**config.mk**
```make
export PLATFORM = sky130hd
export DESIGN_NAME = scan_index_sequencer
export DESIGN_NICKNAME = d
export VERILOG_FILES = /design/src/rtl/scan_seq_pkg.sv /design/src/rtl/scan_dwell_counter.sv /design/src/rtl/scan_index_sequencer.sv
export SDC_FILE = /design/constraint.sdc
export NUM_CORES = 1
export LEC_CHECK = 0
export BUFFER_PORTS_ARGS = -buffer_cell sky130_fd_sc_hd__buf_2
export CORE_MARGIN = 2
export CORE_UTILIZATION = 51
export DETAILED_ROUTE_END_ITERATION = 10
export PLACE_DENSITY = 0.83
export SKIP_CTS_REPAIR_TIMING = 1
export SLEW_MARGIN = 20
export SYNTH_ARGS = -nofsm -noshare
export SYNTH_HDL_FRONTEND = slang
export SYNTH_SLANG_ARGS = --single-unit
```
**constraint.sdc**
```tcl
create_clock -name clk -period 5.3 [get_ports clk]
set_clock_uncertainty 0.1 [all_clocks]
set_input_delay 0.795 -clock clk [delete_from_list [all_inputs] [get_ports clk]]
set_output_delay 0.795 -clock clk [all_outputs]
set_load 0.1 [all_outputs]
```
**src/rtl/scan_seq_pkg.sv**
```systemverilog
// Shared state encoding for the scan index sequencer and its helpers.
package scan_seq_pkg;
  localparam int ST_W = 2;

  localparam logic [ST_W-1:0] ST_IDLE   = 2'd0;
  localparam logic [ST_W-1:0] ST_ACTIVE = 2'd1;
  localparam logic [ST_W-1:0] ST_BLANK  = 2'd2;
endpackage

```
**src/rtl/scan_dwell_counter.sv**
```systemverilog
// Loadable dwell down-counter; a zero load value is promoted to 1 so every index lasts at least one cycle.
module scan_dwell_counter #(
  parameter int DWELL_W = 8
) (
  input  logic               clk,
  input  logic               rst_n,
  input  logic               load_i,
  input  logic               dec_i,
  input  logic [DWELL_W-1:0] load_val_i,
  output logic               tc_o
);
  logic [DWELL_W-1:0] cnt_q, cnt_d;

  always_comb begin
    cnt_d = cnt_q;
    if (load_i) begin
      cnt_d = (load_val_i == '0) ? DWELL_W'(1) : load_val_i;
    end else if (dec_i && (cnt_q != '0)) begin
      cnt_d = cnt_q - 1'b1;
    end
  end

  always_ff @(posedge clk or negedge rst_n) begin
    if (!rst_n) begin
      cnt_q <= '0;
    end else begin
      cnt_q <= cnt_d;
    end
  end

  // Terminal count marks the last cycle of the current dwell.
  assign tc_o = (cnt_q == DWELL_W'(1));
endmodule

```
**src/rtl/scan_index_sequencer.sv**
```systemverilog
// Index/enable sequencer feeding an n-to-2^n decoder; continuous or one-shot scan.
// Define SCAN_BLANK_EN to insert one en=0 cycle between indices (not after the final one-shot index).
module scan_index_sequencer
  import scan_seq_pkg::*;
#(
  parameter int N       = 3,
  parameter int DWELL_W = 8
) (
  input  logic               clk,
  input  logic               rst_n,
  input  logic               start,
  input  logic               stop,
  input  logic               one_shot,
  input  logic [DWELL_W-1:0] dwell,
  input  logic [N-1:0]       last_idx,
  output logic [N-1:0]       w,
  output logic               en,
  output logic               busy,
  output logic               done,
  output logic               wrap
);
  logic [ST_W-1:0]    state_q, state_d;
  logic [N-1:0]       w_q, w_d;
  logic               en_q, en_d;
  logic               busy_q, busy_d;
  logic               done_q, done_d;
  logic               wrap_q, wrap_d;
  logic               one_shot_q, one_shot_d;
  logic [DWELL_W-1:0] dwell_q, dwell_d;
  logic [N-1:0]       last_q, last_d;
  logic               cnt_load, cnt_dec, cnt_tc;
  logic [DWELL_W-1:0] cnt_val;

  // On the accepting edge the captured copy is not yet valid, so load straight from the port.
  assign cnt_val = (state_q == ST_IDLE) ? dwell : dwell_q;

  scan_dwell_counter #(.DWELL_W(DWELL_W)) u_dwell (
    .clk        (clk),
    .rst_n      (rst_n),
    .load_i     (cnt_load),
    .dec_i      (cnt_dec),
    .load_val_i (cnt_val),
    .tc_o       (cnt_tc)
  );

  always_comb begin
    state_d    = state_q;
    w_d        = w_q;
    en_d       = en_q;
    busy_d     = busy_q;
    done_d     = 1'b0;
    wrap_d     = 1'b0;
    one_shot_d = one_shot_q;
    dwell_d    = dwell_q;
    last_d     = last_q;
    cnt_load   = 1'b0;
    cnt_dec    = 1'b0;
    if (stop) begin
      state_d = ST_IDLE;
      w_d     = '0;
      en_d    = 1'b0;
      busy_d  = 1'b0;
    end else begin
      case (state_q)
        ST_IDLE: begin
          if (start) begin
            state_d    = ST_ACTIVE;
            w_d        = '0;
            en_d       = 1'b1;
            busy_d     = 1'b1;
            one_shot_d = one_shot;
            dwell_d    = dwell;
            last_d     = last_idx;
            cnt_load   = 1'b1;
          end
        end
        ST_ACTIVE: begin
          cnt_dec = 1'b1;
          if (cnt_tc) begin
            if (w_q == last_q && one_shot_q) begin
              state_d = ST_IDLE;
              w_d     = '0;
              en_d    = 1'b0;
              busy_d  = 1'b0;
              done_d  = 1'b1;
            end else begin
`ifdef SCAN_BLANK_EN
              state_d = ST_BLANK;
              en_d    = 1'b0;
`else
              cnt_load = 1'b1;
              if (w_q == last_q) begin
                w_d    = '0;
                wrap_d = 1'b1;
              end else begin
                w_d = w_q + 1'b1;
              end
`endif
            end
          end
        end
`ifdef SCAN_BLANK_EN
        ST_BLANK: begin
          state_d  = ST_ACTIVE;
          en_d     = 1'b1;
          cnt_load = 1'b1;
          if (w_q == last_q) begin
            w_d    = '0;
            wrap_d = 1'b1;
          end else begin
            w_d = w_q + 1'b1;
          end
        end
`endif
        default: begin
          state_d = ST_IDLE;
          w_d     = '0;
          en_d    = 1'b0;
          busy_d  = 1'b0;
        end
      endcase
    end
  end

  always_ff @(posedge clk or negedge rst_n) begin
    if (!rst_n) begin
      state_q    <= ST_IDLE;
      w_q        <= '0;
      en_q       <= 1'b0;
      busy_q     <= 1'b0;
      done_q     <= 1'b0;
      wrap_q     <= 1'b0;
      one_shot_q <= 1'b0;
      dwell_q    <= '0;
      last_q     <= '0;
    end else begin
      state_q    <= state_d;
      w_q        <= w_d;
      en_q       <= en_d;
      busy_q     <= busy_d;
      done_q     <= done_d;
      wrap_q     <= wrap_d;
      one_shot_q <= one_shot_d;
      dwell_q    <= dwell_d;
      last_q     <= last_d;
    end
  end

  assign w    = w_q;
  assign en   = en_q;
  assign busy = busy_q;
  assign done = done_q;
  assign wrap = wrap_q;
endmodule

```
Yosys cells after proc, flatten, opt, wreduce, memory -nomap -nowiden
Cells that the tools add are included.
{"block": "classes", "n_addsub": 2, "n_reduce_logical": 9, "bitwise": 1, "eq_ne": 6, "mux": 36}
{"op": "$mux 8", "count": 4}
{"op": "$mux 1", "count": 19}
{"op": "$mux 3", "count": 5}
{"op": "$ne 3x3->1 const B", "count": 3}
{"op": "$eq 8x1->1 const B", "count": 1}
{"op": "$logic_not 8->1", "count": 1}
{"op": "$mux 2", "count": 4}
{"op": "$reduce_bool 8->1", "count": 1}
{"op": "$sub 8x1->8 const B", "count": 1}
{"op": "$pmux 3 s2", "count": 1}
{"op": "$reduce_and 3->1", "count": 2}
{"op": "$pmux 1 s2", "count": 2}
{"op": "$pmux 2 s2", "count": 1}
{"op": "$add 3x1->3 const B", "count": 1}
{"op": "$eq 3x3->1", "count": 1}
{"op": "$eq 2x1->1 const B", "count": 1}
{"op": "$logic_and 1x1->1", "count": 2}
{"op": "$logic_not 2->1", "count": 1}
{"op": "$reduce_and 2->1", "count": 1}
{"op": "$reduce_bool 2->1", "count": 1}
{"op": "$not 1->1", "count": 1}
{"block": "word_totals", "inputBits": 16, "reg_bits": 28, "wordCells": 63, "out_inout_bits": 7}

Depth between registers and ports, before layout
Gate-level depths: netlist (run 1).
{"block": "depth", "ltp_word": 7, "ltp_mapped": 7, "ltp_nobuf": 6}

Modules after synthesis
Synthesis (run 1) repeated with hierarchy kept, for this count alone.
{"block": "unflattened", "hier_cells": 126, "area_unflattened_um2": 1456.4}
{"module": "scan_index_sequencer", "seq_area_each_um2": 450.4, "n_inst": 1, "cells_per_inst": 65, "area_per_inst_um2": 904.6}
{"module": "scan_dwell_counter", "seq_area_each_um2": 200.2, "n_inst": 1, "cells_per_inst": 61, "area_per_inst_um2": 551.8}

Least setup slack after synthesis (run 1)
Ideal clock, no wire load.
{"block": "synth_timing", "path_kind": "reg-to-reg", "startpoint": "register w_q[0] (netlist: w[0])", "endpoint": "register u_dwell.cnt_q[1]", "path_stages_with_launch": 5, "t_required_ns": 5.075, "setup_ns": 0.125, "synth_period_minus_slack_ns": 2.320, "path_slack_ns": 2.980, "t_arrival_ns": 2.095, "n_path_buf": 0, "cell_sequence": "dfrtp_1 xnor2_1 nand4_1 a21oi_4 mux2_2"}
{"block": "synth_between", "elab_chain_cells": 7, "word_cells_on_any_way": 8, "cone_classes": "eq/ne: 1; mux: 5; reduce/logical: 2"}
{"item": "start: declaration", "line_no": "scan_index_sequencer.sv:23", "text": "logic [N-1:0] w_q, w_d;"}
{"item": "start signal: assignment", "line_no": "scan_index_sequencer.sv:138", "text": "w_q <= w_d;"}
{"item": "$eq 3x3->1 (*)", "line_no": "scan_index_sequencer.sv:80", "text": "if (w_q == last_q && one_shot_q) begin"}
{"item": "$logic_and 1x1->1 (*)", "line_no": "scan_index_sequencer.sv:80"}
{"item": "$mux 1 (*)", "line_no": "scan_index_sequencer.sv:80"}
{"item": "$mux 1 (*)", "line_no": "scan_index_sequencer.sv:79", "text": "if (cnt_tc) begin"}
{"item": "$pmux 1 s2 (*)", "line_no": "scan_index_sequencer.sv:64", "text": "case (state_q)"}
{"item": "$mux 1 (*)", "line_no": "scan_index_sequencer.sv:58", "text": "if (stop) begin"}
{"item": "$mux 8 or $reduce_bool 2->1 (tied branches)"}
{"item": "end signal: assignment", "line_no": "scan_dwell_counter.sv:27", "text": "cnt_q <= cnt_d;"}
{"item": "end: declaration", "line_no": "scan_dwell_counter.sv:12", "text": "logic [DWELL_W-1:0] cnt_q, cnt_d;"}
Mark *: on every way between the ends. The rest lies on a longest branch, timed or not.
A chain may end at the register's enable or synchronous reset.

==> flow_summary.ini, run 1 <==
[run_status]
outcome = complete, no violations

[layout]
n_fill_cell = 223
seqCellArea_um2 = 651
n_antenna_cell = 0
nNetsFinal = 163
final_cells = 174
synthToLayoutAreaGrowth_pct = 10.8
layout-drive-gt1-share_pct = 23.8
multi_input_area_um2 = 761

[synth]
synthMuxAreaShare_pct = 22.6
synthAdderAreaFrac_pct = 2.59
synth_top_family_by_area = multiplexers
synthCells = 123
synth-compound-area-share_pct = 6.64
synth_top_area_share_pct = 44.8
synth_common_cells = dfrtp_1 (26), mux2i_1 (17), mux2_1 (13)
syn_avg_cell_area_um2 = 11.8
synth-warning-count = 0
ys_types = 37
ys_seq_area_share_pct = 44.8
synth-edff-count = 0
ys_ff_latch = 26
synth-simple-area-share_pct = 17.4
synth.most_common_cell = dfrtp_1
syn-num-nets = 142
synthArstFlopShare_pct = 100
syn_area_um2 = 1450
synth_largest_area_cell = dfrtp_1
ys_top_cells_by_area = dfrtp_1 (45%), mux2i_1 (12%), mux2_1 (10%)
synth-xor-area-share_pct = 3.02
ys.flop_type = dfrtp_1

[clock_tree]
htree_levels = 1
ctsLongestPathBuffers = 2
cts_tree = built
cts_buffers = 3
clk_pin_slew_ns = 0.14
cts.sinks = 26
clkLatencyLatePin_ns = 0.32
root_buffer = clkbuf_4

[power_and_ir_drop]
switching_share_pct = 37.5
leakagePower_nw = 0.714
p_sw_mw = 0.225
p_int_mw = 0.374
p_per_area_nw_per_um2 = 372
clkPwrFrac_pct = 16.6
ir_worst_vdd_uv = 218
p_comb_share_pct = 30.3
seqPwrFrac_pct = 53.1
finalPower_mw = 0.598

[timing]
rsz0062_at_grt = no
worst_pin_slew_ns = 0.748
maxSlewViolCount = 0
clock.fmax_mhz = 401
finalCritPeriodShare_pct = 47.1
finalHoldViolations = 0
slew_headroom_pct = 49.9
timing.hold.ws_ns = 0.350
setup_viol = 0
timing.final.crit_period_ns = 2.50
fin_tns_setup_ns = 0

[placement]
hpwl_mm = 2.21
port_buffers = 22
dp_cells = 170
place_congestion = 0.843

[setup_path]
reg2reg_to = u_dwell.cnt_q[1]
slowest_delay_ns = 0.75
cp_slowest_cell = dfrtp_1
r2r_cells = 4
cp.required_ns = 4.41
cp.arrival_ns = 1.60
crit_fanout = 16
r2r-start = busy
cp-start-kind = flip-flop
critPathCaptureType = output pin
critical_path_class = reg2out
worst-path-buf-inv = 1
cpLargestDelayFamily = flip-flops
rrSetupSlack_ns = 3.09
path_cells = buf_2

[routing]
top_layer_used = met4
drtIter0Drc = 40
met3WireLength_um = 61
drt-total-wl_mm = 2.83
route.met2.wl_mm = 1.38
wl_met1_mm = 1.35
wire_per_inst_um = 16.3
ant_nets = 0
drt-pass1-iter-count = 4
vias = 1043
drcViolationCount = 0
avgViaCountPerCell = 5.99

[grt]
grt_start_max_net_pins = 27
grt_antenna_before_repair = 0
track_usage_pct = 19.4
grt_pass1_vias = 1066
grt_pass1_wl_mm = 4.86
grt_overflow = 0

[die]
fp.dieArea_um2 = 3290
coreArea_um2 = 2730
die_w_um = 57.3
rows = 19
io_pins = 23
start_util_pct = 53.1
fp.dieH_um = 57.3

[flow_run]
maxCapViolations = 0

[min_path]
hold_class = in2async
-- stage by stage --
step                setup slack [ns]  cell area (um2)  util [%]
floorplan                       2.98             1450         -
global placement                2.61             1570      57.4
detailed placement              2.90             1570      57.5
CTS                             2.80             1610      58.8
global route                    2.72             1610      58.8
finish                          2.80             1610      58.8
-- power by group through the flow --
stage / registers (mW) / logic [mW] / clock network [mW]
CTS: 0.316 / 0.183 / 0.103
floorplan: 0.302 / 0.149 / 0
global route: 0.326 / 0.201 / 0.114
global placement: 0.315 / 0.172 / 0
detailed placement: 0.321 / 0.182 / 0
finish: 0.317 / 0.181 / 0.0994
-- worst max path at each step --
stage	slack [ns]	start	depth (start not counted)	end
final	2.80	busy	1	en
after global routing	2.72	busy	1	busy
after CTS	2.80	busy	1	en
after detailed placement	2.90	start	5	u_dwell.cnt_q[1]
after global placement	2.61	start	5	u_dwell.cnt_q[1]
after floorplan	2.98	w[0]	4	u_dwell.cnt_q[1]
-- routing by layer --
layer / track usage, % / vias up
met3: 2.27 / 4
met5: 0 / -
met2: 31.2 / 20
met1: 26.0 / 526
li1: - / 493
met4: 9.63 / 0
-- flip-flops by register name, summed over array words and instances, names as in the netlist --
name,cells
w,3
one_shot_q,1
done,1
u_dwell.cnt_q,8
wrap,1
dwell_q,8
busy,1
last_q,3
-- kinds of logic after synthesis --
family,Yosys count
AOI/OAI and AO/OA,12
xor gates and xnor gates,5
adders and majority gates,3
buffers and inverters,9
DFF,26
muxes,31
and+or+nand+nor,37
-- layout by cell type, fill, tap and decap left out, types with 2 or more instances in the layout --
cell type  synthesis  final
a211oi_1           2      2
a311oi_1           2      2
buf_2              4     22
clkbuf_4           0      3
dfrtp_1           26     26
ha_1               3      3
inv_1              3      3
mux2_1            13     13
mux2i_1           17     17
nand2_1            4      4
nand3_1            3      3
nand4b_1           2      2
nor2_1             4      4
nor2b_1            6      5
nor3_1             4      4
nor4_1             2      2
o21ai_1            2      2
or4_1              2      2
xnor2_1            5      5
-- final cells by class --
class | count | share of cell area [%]
Tap cell | 31 | 2.41
Multi-Input combinational cell | 88 | 47.3
Inverter | 3 | 0.700
Sequential cell | 26 | 40.5
Clock buffer | 4 | 2.26
Timing Repair Buffer | 22 | 6.85
Power figures use the tool's default switching activity.
==> run 2: changes to the inputs <==
==> constraint.sdc (replaced) <==
create_clock -name clk -period 2.45 [get_ports clk]
set_clock_uncertainty 0.1 [all_clocks]
set_input_delay 0.3675 -clock clk [delete_from_list [all_inputs] [get_ports clk]]
set_output_delay 0.3675 -clock clk [all_outputs]
set_load 0.1 [all_outputs]
==> flow_summary.ini, run 2 (synthesized netlist as in run 1, its figures left out) <==
[run_status]
outcome = complete, no violations

[routing]
drt-pass1-iter-count = 4
ant_nets = 0
drt-total-wl_mm = 2.75
drtIter0Drc = 30
vias = 1019
wire_per_inst_um = 15.6
drcViolationCount = 0
avgViaCountPerCell = 5.79

[power_and_ir_drop]
leakagePower_nw = 0.723
p_int_mw = 0.810
switching_share_pct = 37.3
p_comb_share_pct = 30.3
finalPower_mw = 1.29
clkPwrFrac_pct = 16.6
ir_worst_vdd_uv = 516
p_per_area_nw_per_um2 = 796
seqPwrFrac_pct = 53.2
p_sw_mw = 0.482

[die]
rows = 19
io_pins = 23
fp.dieArea_um2 = 3290
start_util_pct = 53.1
die_w_um = 57.3
coreArea_um2 = 2730
fp.dieH_um = 57.3

[clock_tree]
cts.sinks = 26
ctsLongestPathBuffers = 2
htree_levels = 1
clk_pin_slew_ns = 0.13
cts_tree = built
clkLatencyLatePin_ns = 0.32
root_buffer = clkbuf_4
cts_buffers = 3

[timing]
finalCritPeriodShare_pct = 89.0
worst_slack_ns = 0.270
timing.final.crit_period_ns = 2.18
worst_pin_slew_ns = 0.589
maxSlewViolCount = 0
rsz0062_at_grt = no
finalHoldViolations = 0
slew_headroom_pct = 60.7
clock.fmax_mhz = 459
setup_viol = 0
fin_tns_setup_ns = 0

[layout]
final_util_pct = 59.4
reg.largest.list = dwell_q x8, u_dwell.cnt_q x8
mostFrequentLayoutCell = dfrtp_1
synthToLayoutAreaGrowth_pct = 11.8
nNetsFinal = 165
n_antenna_cell = 0
layout_common_cells = dfrtp_1 (26), buf_2 (22), mux2i_1 (17)
final_area_um2 = 1620
layout-drive-gt1-share_pct = 23.4

[min_path]
hold_class = in2reg
whs_path_depth = 2

[placement]
port_buffers = 22
place_ws_ns = 0.296
dpl-instance-area_um2 = 1580
place_congestion = 0.843
hpwl_mm = 2.06

[grt]
grtUsageMet3_pct = 2.49
grt_pass1_wl_mm = 4.73
grt_pass1_vias = 1012
grt_overflow = 0
grt_antenna_before_repair = 0
track_usage_pct = 19.0
use_met1_pct = 24.8
busiest_layer = met2
gr-usage-met2_pct = 31.0
grt_start_max_net_pins = 27

[setup_path]
path_cells = or4b_4 > a2111oi_0 > nor2b_1 > mux2i_1
worst-path-buf-inv = 0
critPathCaptureType = flip-flop
crit_fanout = 16
cp.depth = 4
cp_slowest_cell = dfrtp_1
cpLargestDelayFamily = flip-flops
critical_path_class = reg2reg
slowest_delay_ns = 0.74
cp.arrival_ns = 2.33
cp-start-kind = flip-flop
cp.required_ns = 2.60
r2r_cells = 4

[flow_run]
maxCapViolations = 0
==> run 2: cell types whose count changed in the layout (fill, tap and decap cells not counted), sizes merged <==
cell / previous run / this run
buf: 22 / 23
dlygate4sd3: 0 / 1
==> run 2: power by group through the flow <==
stage	clock (mW)	combinational (mW)	sequential (mW)
6_report	0.214	0.391	0.687
5_1_grt	0.233	0.438	0.706
4_1_cts	0.217	0.392	0.685
3_5_place_dp	0	0.390	0.694
3_3_place_gp	0	0.367	0.685
2_1_floorplan	0	0.322	0.652
==> run 2: worst register-to-register path, cell delays in order, from the launching register on <==
cell and delay (ns):
dfrtp_1 0.74, or4b_4 0.57, a2111oi_0 0.44, nor2b_1 0.09
mux2i_1 0.17
==> run 2: routing by layer <==
metal / vias to the layer above / routed length [um]
met1: 497 / 1230
met4: 0 / 76
met2: 21 / 1350
li1: 495 / -
met5: - / 0
met3: 6 / 90
==> run 2: layout make-up <==
type,instances,area [um2]
Fill cell,217,1110
Multi-Input combinational cell,88,758
Sequential cell,26,651
Timing Repair Buffer,24,128
Tap cell,31,38.8
Clock buffer,4,36.3
Inverter,3,11.3
==> run 2: path summary, 6_finish.rpt <==
path / start / endpoint / slack [ns]
min in group asynchronous: rst_n / u_dwell.cnt_q[5] / 0.45
max in group asynchronous: rst_n / done / 1.43
worst max register to register: busy / u_dwell.cnt_q[3] / 0.27
worst max-delay path: busy / u_dwell.cnt_q[3] / 0.27
worst min register to register: one_shot_q / wrap / 0.40
worst min-delay path: last_idx[1] / last_q[1] / 0.15
==> run 2: per-stage QoR <==
step	instances	hold slack [ns]
6_report	176	0.152
3_3_place_gp	171	0.280
3_5_place_dp	171	0.290
2_1_floorplan	123	-0.0281
5_1_grt	176	0.137
4_1_cts	175	-0.0712
